**src/rtl/pe_fc_mac_seq.sv**
```systemverilog
// pe_fc_mac_seq: sequential fully-connected neuron.
// Accumulates NUM_INPUTS products of IEEE-754 single-precision activation and
// weight pairs onto a bias. The result passes through an optional ReLU and is
// then offered on a valid/ready handshake. One pair costs 1+MUL_LAT+ADD_LAT
// clocks (ACCEPT, MUL wait, ADD wait).
//
// Ports:
//   clk, rst_n             clock, asynchronous active-low reset
//   start, bias, relu_en   begin a neuron (honoured in IDLE only), bias and ReLU sampled with start
//   in_valid/in_ready      operand pair handshake (input_fc, iweight_fc)
//   out_valid/out_ready    result handshake (output_fc)
//   busy                   high whenever not IDLE
//   elem_cnt               products accumulated so far (saturates at NUM_INPUTS)
//
// fpMul and fp_add are combinational single-precision units. They use
// round-to-nearest-even and flush subnormals to zero. Their latency is
// modelled by the FSM timer: operands sit in registers for the whole wait.

module fpMul (
  input  logic [31:0] a,
  input  logic [31:0] b,
  output logic [31:0] y
);
  logic        a_zero, b_zero, a_inf, b_inf, a_nan, b_nan, sy, hi, g, st;
  logic [47:0] prod;
  logic [23:0] m24;
  logic [24:0] mr;
  logic [10:0] e;

  always_comb begin
    a_zero = (a[30:23] == 8'h00);
    b_zero = (b[30:23] == 8'h00);
    a_inf  = (a[30:23] == 8'hFF) && (a[22:0] == '0);
    b_inf  = (b[30:23] == 8'hFF) && (b[22:0] == '0);
    a_nan  = (a[30:23] == 8'hFF) && (a[22:0] != '0);
    b_nan  = (b[30:23] == 8'hFF) && (b[22:0] != '0);
    sy     = a[31] ^ b[31];
    prod   = 48'({1'b1, a[22:0]}) * 48'({1'b1, b[22:0]});
    hi     = prod[47];
    m24    = hi ? prod[47:24] : prod[46:23];
    g      = hi ? prod[23] : prod[22];
    st     = hi ? |prod[22:0] : |prod[21:0];
    mr     = {1'b0, m24} + 25'(g & (st | m24[0]));
    // Exponent kept as 11-bit two's complement so underflow shows in e[10].
    e      = 11'(a[30:23]) + 11'(b[30:23]) + 11'(hi) + 11'(mr[24]) - 11'd127;
    if (a_nan || b_nan || (a_inf && b_zero) || (b_inf && a_zero)) begin
      y = 32'h7FC0_0000;
    end else if (a_inf || b_inf) begin
      y = {sy, 8'hFF, 23'b0};
    end else if (a_zero || b_zero || e[10] || (e == '0)) begin
      y = {sy, 31'b0};
    end else if (e >= 11'd255) begin
      y = {sy, 8'hFF, 23'b0};
    end else begin
      y = {sy, e[7:0], mr[24] ? mr[23:1] : mr[22:0]};
    end
  end
endmodule

module fp_add (
  input  logic [31:0] a,
  input  logic [31:0] b,
  output logic [31:0] y
);
  logic        a_zero, b_zero, a_inf, b_inf, a_nan, b_nan;
  logic        a_big, sub, carry, zero_res, g, st;
  logic [31:0] big, sml;
  logic [7:0]  d;
  logic [5:0]  dc;
  logic [49:0] tmp;
  logic [26:0] small27, big27, diff, r27;
  logic [27:0] sum28;
  logic [4:0]  lz;
  logic [23:0] m24;
  logic [24:0] mr;
  logic [10:0] e;

  always_comb begin
    a_zero   = (a[30:23] == 8'h00);
    b_zero   = (b[30:23] == 8'h00);
    a_inf    = (a[30:23] == 8'hFF) && (a[22:0] == '0);
    b_inf    = (b[30:23] == 8'hFF) && (b[22:0] == '0);
    a_nan    = (a[30:23] == 8'hFF) && (a[22:0] != '0);
    b_nan    = (b[30:23] == 8'hFF) && (b[22:0] != '0);
    sum28    = '0;
    diff     = '0;
    carry    = 1'b0;
    zero_res = 1'b0;
    lz       = '0;
    a_big    = (a[30:0] >= b[30:0]);
    big      = a_big ? a : b;
    sml      = a_big ? b : a;
    d        = big[30:23] - sml[30:23];
    // Beyond 49 places the smaller operand only contributes its sticky bit.
    dc       = (d > 8'd49) ? 6'd49 : d[5:0];
    tmp      = {1'b1, sml[22:0], 26'b0} >> dc;
    small27  = {tmp[49:24], |tmp[23:0]};
    big27    = {1'b1, big[22:0], 3'b000};
    sub      = big[31] ^ sml[31];
    if (!sub) begin
      sum28 = {1'b0, big27} + {1'b0, small27};
      carry = sum28[27];
      r27   = carry ? {sum28[27:2], |sum28[1:0]} : sum28[26:0];
    end else begin
      diff     = big27 - small27;
      zero_res = (diff == '0);
      for (int unsigned i = 0; i < 27; i++) begin
        if (diff[i]) lz = 5'(26 - i);
      end
      r27 = diff << lz;
    end
    m24 = r27[26:3];
    g   = r27[2];
    st  = |r27[1:0];
    mr  = {1'b0, m24} + 25'(g & (st | m24[0]));
    e   = 11'(big[30:23]) + 11'(carry) + 11'(mr[24]) - 11'(lz);
    if (a_nan || b_nan || (a_inf && b_inf && (a[31] ^ b[31]))) begin
      y = 32'h7FC0_0000;
    end else if (a_inf) begin
      y = a;
    end else if (b_inf) begin
      y = b;
    end else if (a_zero && b_zero) begin
      y = {a[31] & b[31], 31'b0};
    end else if (a_zero) begin
      y = b;
    end else if (b_zero) begin
      y = a;
    end else if (zero_res) begin
      y = '0;
    end else if (e[10] || (e == '0)) begin
      y = {big[31], 31'b0};
    end else if (e >= 11'd255) begin
      y = {big[31], 8'hFF, 23'b0};
    end else begin
      y = {big[31], e[7:0], mr[24] ? mr[23:1] : mr[22:0]};
    end
  end
endmodule

module pe_fc_mac_seq #(
  parameter int unsigned DATA_WIDTH = 32,
  parameter int unsigned NUM_INPUTS = 16,
  parameter int unsigned MUL_LAT    = 1,
  parameter int unsigned ADD_LAT    = 1,
  parameter int unsigned CNT_W      = $clog2(NUM_INPUTS + 1)
) (
  input  logic                  clk,
  input  logic                  rst_n,
  input  logic                  start,
  input  logic [DATA_WIDTH-1:0] bias,
  input  logic                  relu_en,
  input  logic                  in_valid,
  output logic                  in_ready,
  input  logic [DATA_WIDTH-1:0] input_fc,
  input  logic [DATA_WIDTH-1:0] iweight_fc,
  output logic                  out_valid,
  input  logic                  out_ready,
  output logic [DATA_WIDTH-1:0] output_fc,
  output logic                  busy,
  output logic [CNT_W-1:0]      elem_cnt
);
  localparam int unsigned LAT_MAX = (MUL_LAT > ADD_LAT) ? MUL_LAT : ADD_LAT;
  localparam int unsigned TMR_W   = (LAT_MAX > 1) ? $clog2(LAT_MAX) : 1;

  typedef enum logic [2:0] {IDLE, ACCEPT, MUL, ADD, DONE} state_t;

  state_t                state, next_state;
  logic [DATA_WIDTH-1:0] acc, a_q, w_q, p_q, product, sum;
  logic                  relu_q;
  logic [TMR_W-1:0]      timer;
  logic                  timer_zero, last_elem;

  assign timer_zero = (timer == '0);
  assign last_elem  = (elem_cnt == CNT_W'(NUM_INPUTS - 1));

  fpMul u_mul (.a(a_q), .b(w_q), .y(product));
  fp_add u_add (.a(acc), .b(p_q), .y(sum));

  always_ff @(posedge clk or negedge rst_n) begin
    if (!rst_n) state <= IDLE;
    else        state <= next_state;
  end

  always_comb begin
    next_state = state;
    case (state)
      IDLE:    if (start) next_state = ACCEPT;
      ACCEPT:  if (in_valid) next_state = MUL;
      MUL:     if (timer_zero) next_state = ADD;
      ADD:     if (timer_zero) next_state = last_elem ? DONE : ACCEPT;
      DONE:    if (out_ready) next_state = IDLE;
      default: next_state = IDLE;
    endcase
  end

  always_comb begin
    in_ready  = (state == ACCEPT);
    out_valid = (state == DONE);
    busy      = (state != IDLE);
  end

  // The result register is loaded on the final ADD so that it is already
  // valid (and then held) for the whole of DONE and the following IDLE.
  always_ff @(posedge clk or negedge rst_n) begin
    if (!rst_n) begin
      acc       <= '0;
      a_q       <= '0;
      w_q       <= '0;
      p_q       <= '0;
      relu_q    <= 1'b0;
      timer     <= '0;
      elem_cnt  <= '0;
      output_fc <= '0;
    end else begin
      case (state)
        IDLE: begin
          if (start) begin
            acc      <= bias;
            relu_q   <= relu_en;
            elem_cnt <= '0;
          end
        end
        ACCEPT: begin
          if (in_valid) begin
            a_q   <= input_fc;
            w_q   <= iweight_fc;
            timer <= TMR_W'(MUL_LAT - 1);
          end
        end
        MUL: begin
          if (timer_zero) begin
            p_q   <= product;
            timer <= TMR_W'(ADD_LAT - 1);
          end else begin
            timer <= timer - 1'b1;
          end
        end
        ADD: begin
          if (timer_zero) begin
            acc      <= sum;
            elem_cnt <= elem_cnt + CNT_W'(1);
            if (last_elem) begin
              output_fc <= (relu_q && sum[DATA_WIDTH-1]) ? '0 : sum;
            end
          end else begin
            timer <= timer - 1'b1;
          end
        end
        default: ;
      endcase
    end
  end
endmodule

```
**config.mk**
```make
export PLATFORM = sky130hd
export DESIGN_NAME = pe_fc_mac_seq
export DESIGN_NICKNAME = d
export VERILOG_FILES = /design/src/rtl/pe_fc_mac_seq.sv
export SDC_FILE = /design/constraint.sdc
export NUM_CORES = 2
export LEC_CHECK = 0
export ABC_AREA = 0
export BUFFER_PORTS_ARGS = -buffer_cell sky130_fd_sc_hd__buf_2
export CAP_MARGIN = 10
export CORE_ASPECT_RATIO = 0.5
export CORE_MARGIN = 2
export CORE_UTILIZATION = 50
export DETAILED_ROUTE_END_ITERATION = 6
export PLACE_DENSITY = 0.69
export SETUP_SLACK_MARGIN = 0.5
export SLEW_MARGIN = 15
export SYNTH_ARGS = -nofsm -noshare
export SYNTH_HDL_FRONTEND = slang
export SYNTH_SLANG_ARGS = --single-unit
```
**constraint.sdc**
```tcl
create_clock -name clk -period 14 [get_ports clk]
set_input_delay 0.7 -clock clk [delete_from_list [all_inputs] [get_ports clk]]
set_output_delay 0.7 -clock clk [all_outputs]
set_load 0.1 [all_outputs]
```
==> summary.txt <==
Global route
  • First-pass GRT wire length: 237000 µm
  • Overall routing resource usage: 0.387
  • Via count of the first global-routing pass: 39567
  • Total grt overflow: 0
  • Initial antenna violation count: 5
  • Pin count of the biggest net entering global routing: 103

Synthesis
  • Post-synthesis cell count: 4742
  • Syn Area/Cell: 8.11 µm²
  • Distinct cells, synth: 116
  • Number of synthesized register bits: 169
  • Post-synth top area share: 0.253
  • Top post-synthesis cells by area: fa_1 25%, dfrtp_1 11%, ha_1 9.4%
  • Synth warn: 0
  • Seq/Total Area, Yosys: 0.110
  • Asr flop ratio synth: 1.00
  • Post-synth EDFFs: 0
  • Top_reg_cell synth: dfrtp_1
  • Mapped Nets: 5620
  • Area of the mapped netlist: 38500 µm²
  • Leading area contributor after synthesis: fa_1

Layout
  • Storage cell area: 4250 µm²
  • Finished Layout Cells: 6558
  • Area of the multi-input gates: 32200 µm²
  • Layout area overhead: 26.1%
  • # fillers: 6689
  • Layout cell share with drive strength beyond 1: 0.263
  • Leading cell type in the layout, fill and taps excluded: buf_4
  • Commonest cells after routing, fill and taps aside: 823 x buf_4, 670 x inv_1, 586 x nand2_1, 483 x fa_1, 271 x ha_1
  • Final Util: 0.641
  • Fin nets: 6397

Detailed routing
  • Drt initial violations: 3897
  • Drt first pass iters: 6
  • DRC Markers: 0
  • Wirelength per Cell: 23.7 µm
  • Final ANT Viol Nets: 0
  • Vias/cell: 6.01
  • Vias: 39407
  • Drt total wl: 155000 µm

Clock tree
  • Clk Latency, worst-skew pair: 520 ps
  • CTS tree: yes
  • H-tree depth: 4
  • Reg clk slew, reported paths: 100 ps
  • CTS root buf: clkbuf_16
  • Clock buffer depth: 2
  • TritonCTS Sinks: 169
  • Num CTS Buffers: 17
  • Hold_buf cts: 0

Timing
  • Max-slew headroom: 0.0658
  • Final WS setup: 162 ps
  • Clk_skew: 21.4 ps
  • Hold Vio Cnt, Final: 0
  • Fin. max-slew vios: 0
  • Crit path time final: 13840 ps
  • FMAX: 72.3 MHz
  • Final Cycle Share: 0.988
  • Worst slew pin tran: 1390 ps
  • Unrepaired setup endpoints after global routing: yes
  • Setup Viol. Count Final: 0

Setup path
  • Critical path's most frequent cell: buf_4
  • Crit end category: flop
  • Setup Crit Path Kind: flop to flop
  • Crit-path slowest cell: or4_4
  • Worst EP required: 14410 ps
  • CP Buf/Inv Count: 32
  • Cell family with most CP delay: compound AO/OA/AOI/OAI gates
  • Arrival @ worst endpoint: 14250 ps
  • CP peak stage delay: 440 ps
  • Startpoint class of the critical path: flop
  • Worst-path maximum fanout: 8

Die
  • IO Pins: 142
  • Die W: 396 µm
  • Vert. Die Dim: 200 µm
  • Initial core utilization: 0.508
  • Core area: 75700 µm²
  • # rows: 71
  • Die area: 79300 µm²

Place
  • DPL Wire Length: 124000 µm
  • Routability cong.: 1.06
  • Pre-CTS setup slack: -403 ps
  • Cell count after placement: 6389
  • Port Buf Inserts: 141

Hold path
  • Hold WC Path Type: input pin to async pin

Outcome
  • Status: complete, no violations

Flow run
  • Max-Cap Viols: 0
[per-layer routing]
layer,GRT usage,vias to the layer above,routed length [µm]
met3,0.0800,384,14200
li1,-,17505,-
met5,0,-,29
met2,0.611,1941,70400
met1,0.522,19573,63800
met4,0.154,4,7000
[cells in the mapped netlist (43+ instances only)]
| cell type | count |
|---|---|
| a21o_1 | 45 |
| a21oi_1 | 239 |
| a22oi_1 | 54 |
| and2_1 | 236 |
| clkbuf_1 | 209 |
| dfrtp_1 | 169 |
| fa_1 | 486 |
| ha_1 | 290 |
| inv_1 | 680 |
| mux2_2 | 77 |
| mux2i_1 | 43 |
| nand2_1 | 592 |
| nand3_1 | 97 |
| nor2_1 | 258 |
| nor3_1 | 76 |
| nor4_1 | 60 |
| o211ai_1 | 56 |
| o21ai_0 | 197 |
| xnor2_1 | 116 |
| xor2_1 | 46 |
[timing repair]
action / 4_1_cts / 5_1_grt
gates resized for setup: 174 / 241
endpoints found under the setup margin: 91 / 92
cloned: 1 / 1
pin swaps: 80 / 126
setup buffers: 87 / 44
[final timing paths]
check	start	endpoint	slack (ps)	depth (start not counted)
min in group clk	iweight_fc[2]	w_q[2]	390	3
hold / removal	rst_n	w_q[9]	340	1
setup reg to reg	p_q[13]	output_fc[20]	160	84
max in group asynchronous	rst_n	p_q[2]	12070	2
setup / recovery	p_q[13]	output_fc[20]	160	84
hold reg to reg	output_fc[7]	output_fc[7]	490	2
[sequential cells by signal, indices dropped and copies added (netlist names)]
register,cells
acc,32
elem_cnt,5
w_q,32
output_fc,32
p_q,32
relu_q,1
a_q,32
state,3
[cell type report]
cell class / instances / area share
inverters: 684 / 0.0530
clock inverters: 15 / 0.00369
clock buffers: 17 / 0.00877
well taps: 1022 / 0.0264
repair buffers: 1017 / 0.156
diodes: 4 / 0.000206
flip-flops and latches: 169 / 0.0875
multi-input cells: 3630 / 0.665
[metrics by stage]
step	hold slack, ps	setup TNS, ps	instance area (µm²)
2_1_floorplan	404	0	38500
3_3_place_gp	463	-12420	45100
3_5_place_dp	469	-17170	45100
4_1_cts	361	0	47100
5_1_grt	396	-14800	48500
6_report	345	0	48500
[logic make-up (layout without fill, tap and decap cells)]
family                     after synthesis  in the layout  share of synthesized area
and+or+nand+nor                       1532           1532                      0.193
xor gates and xnor gates               162            162                     0.0369
buffers and inverters                  943           1733                     0.0942
muxes                                  128            128                     0.0371
DFF                                    169            169                      0.110
AOI/OAI and AO/OA                     1032           1032                      0.182
other                                    0              4                          0
adders and majority gates              776            776                      0.347
Power is not shown: default switching activity piles up to over one toggle a cycle in this logic, so the estimate is an artifact.
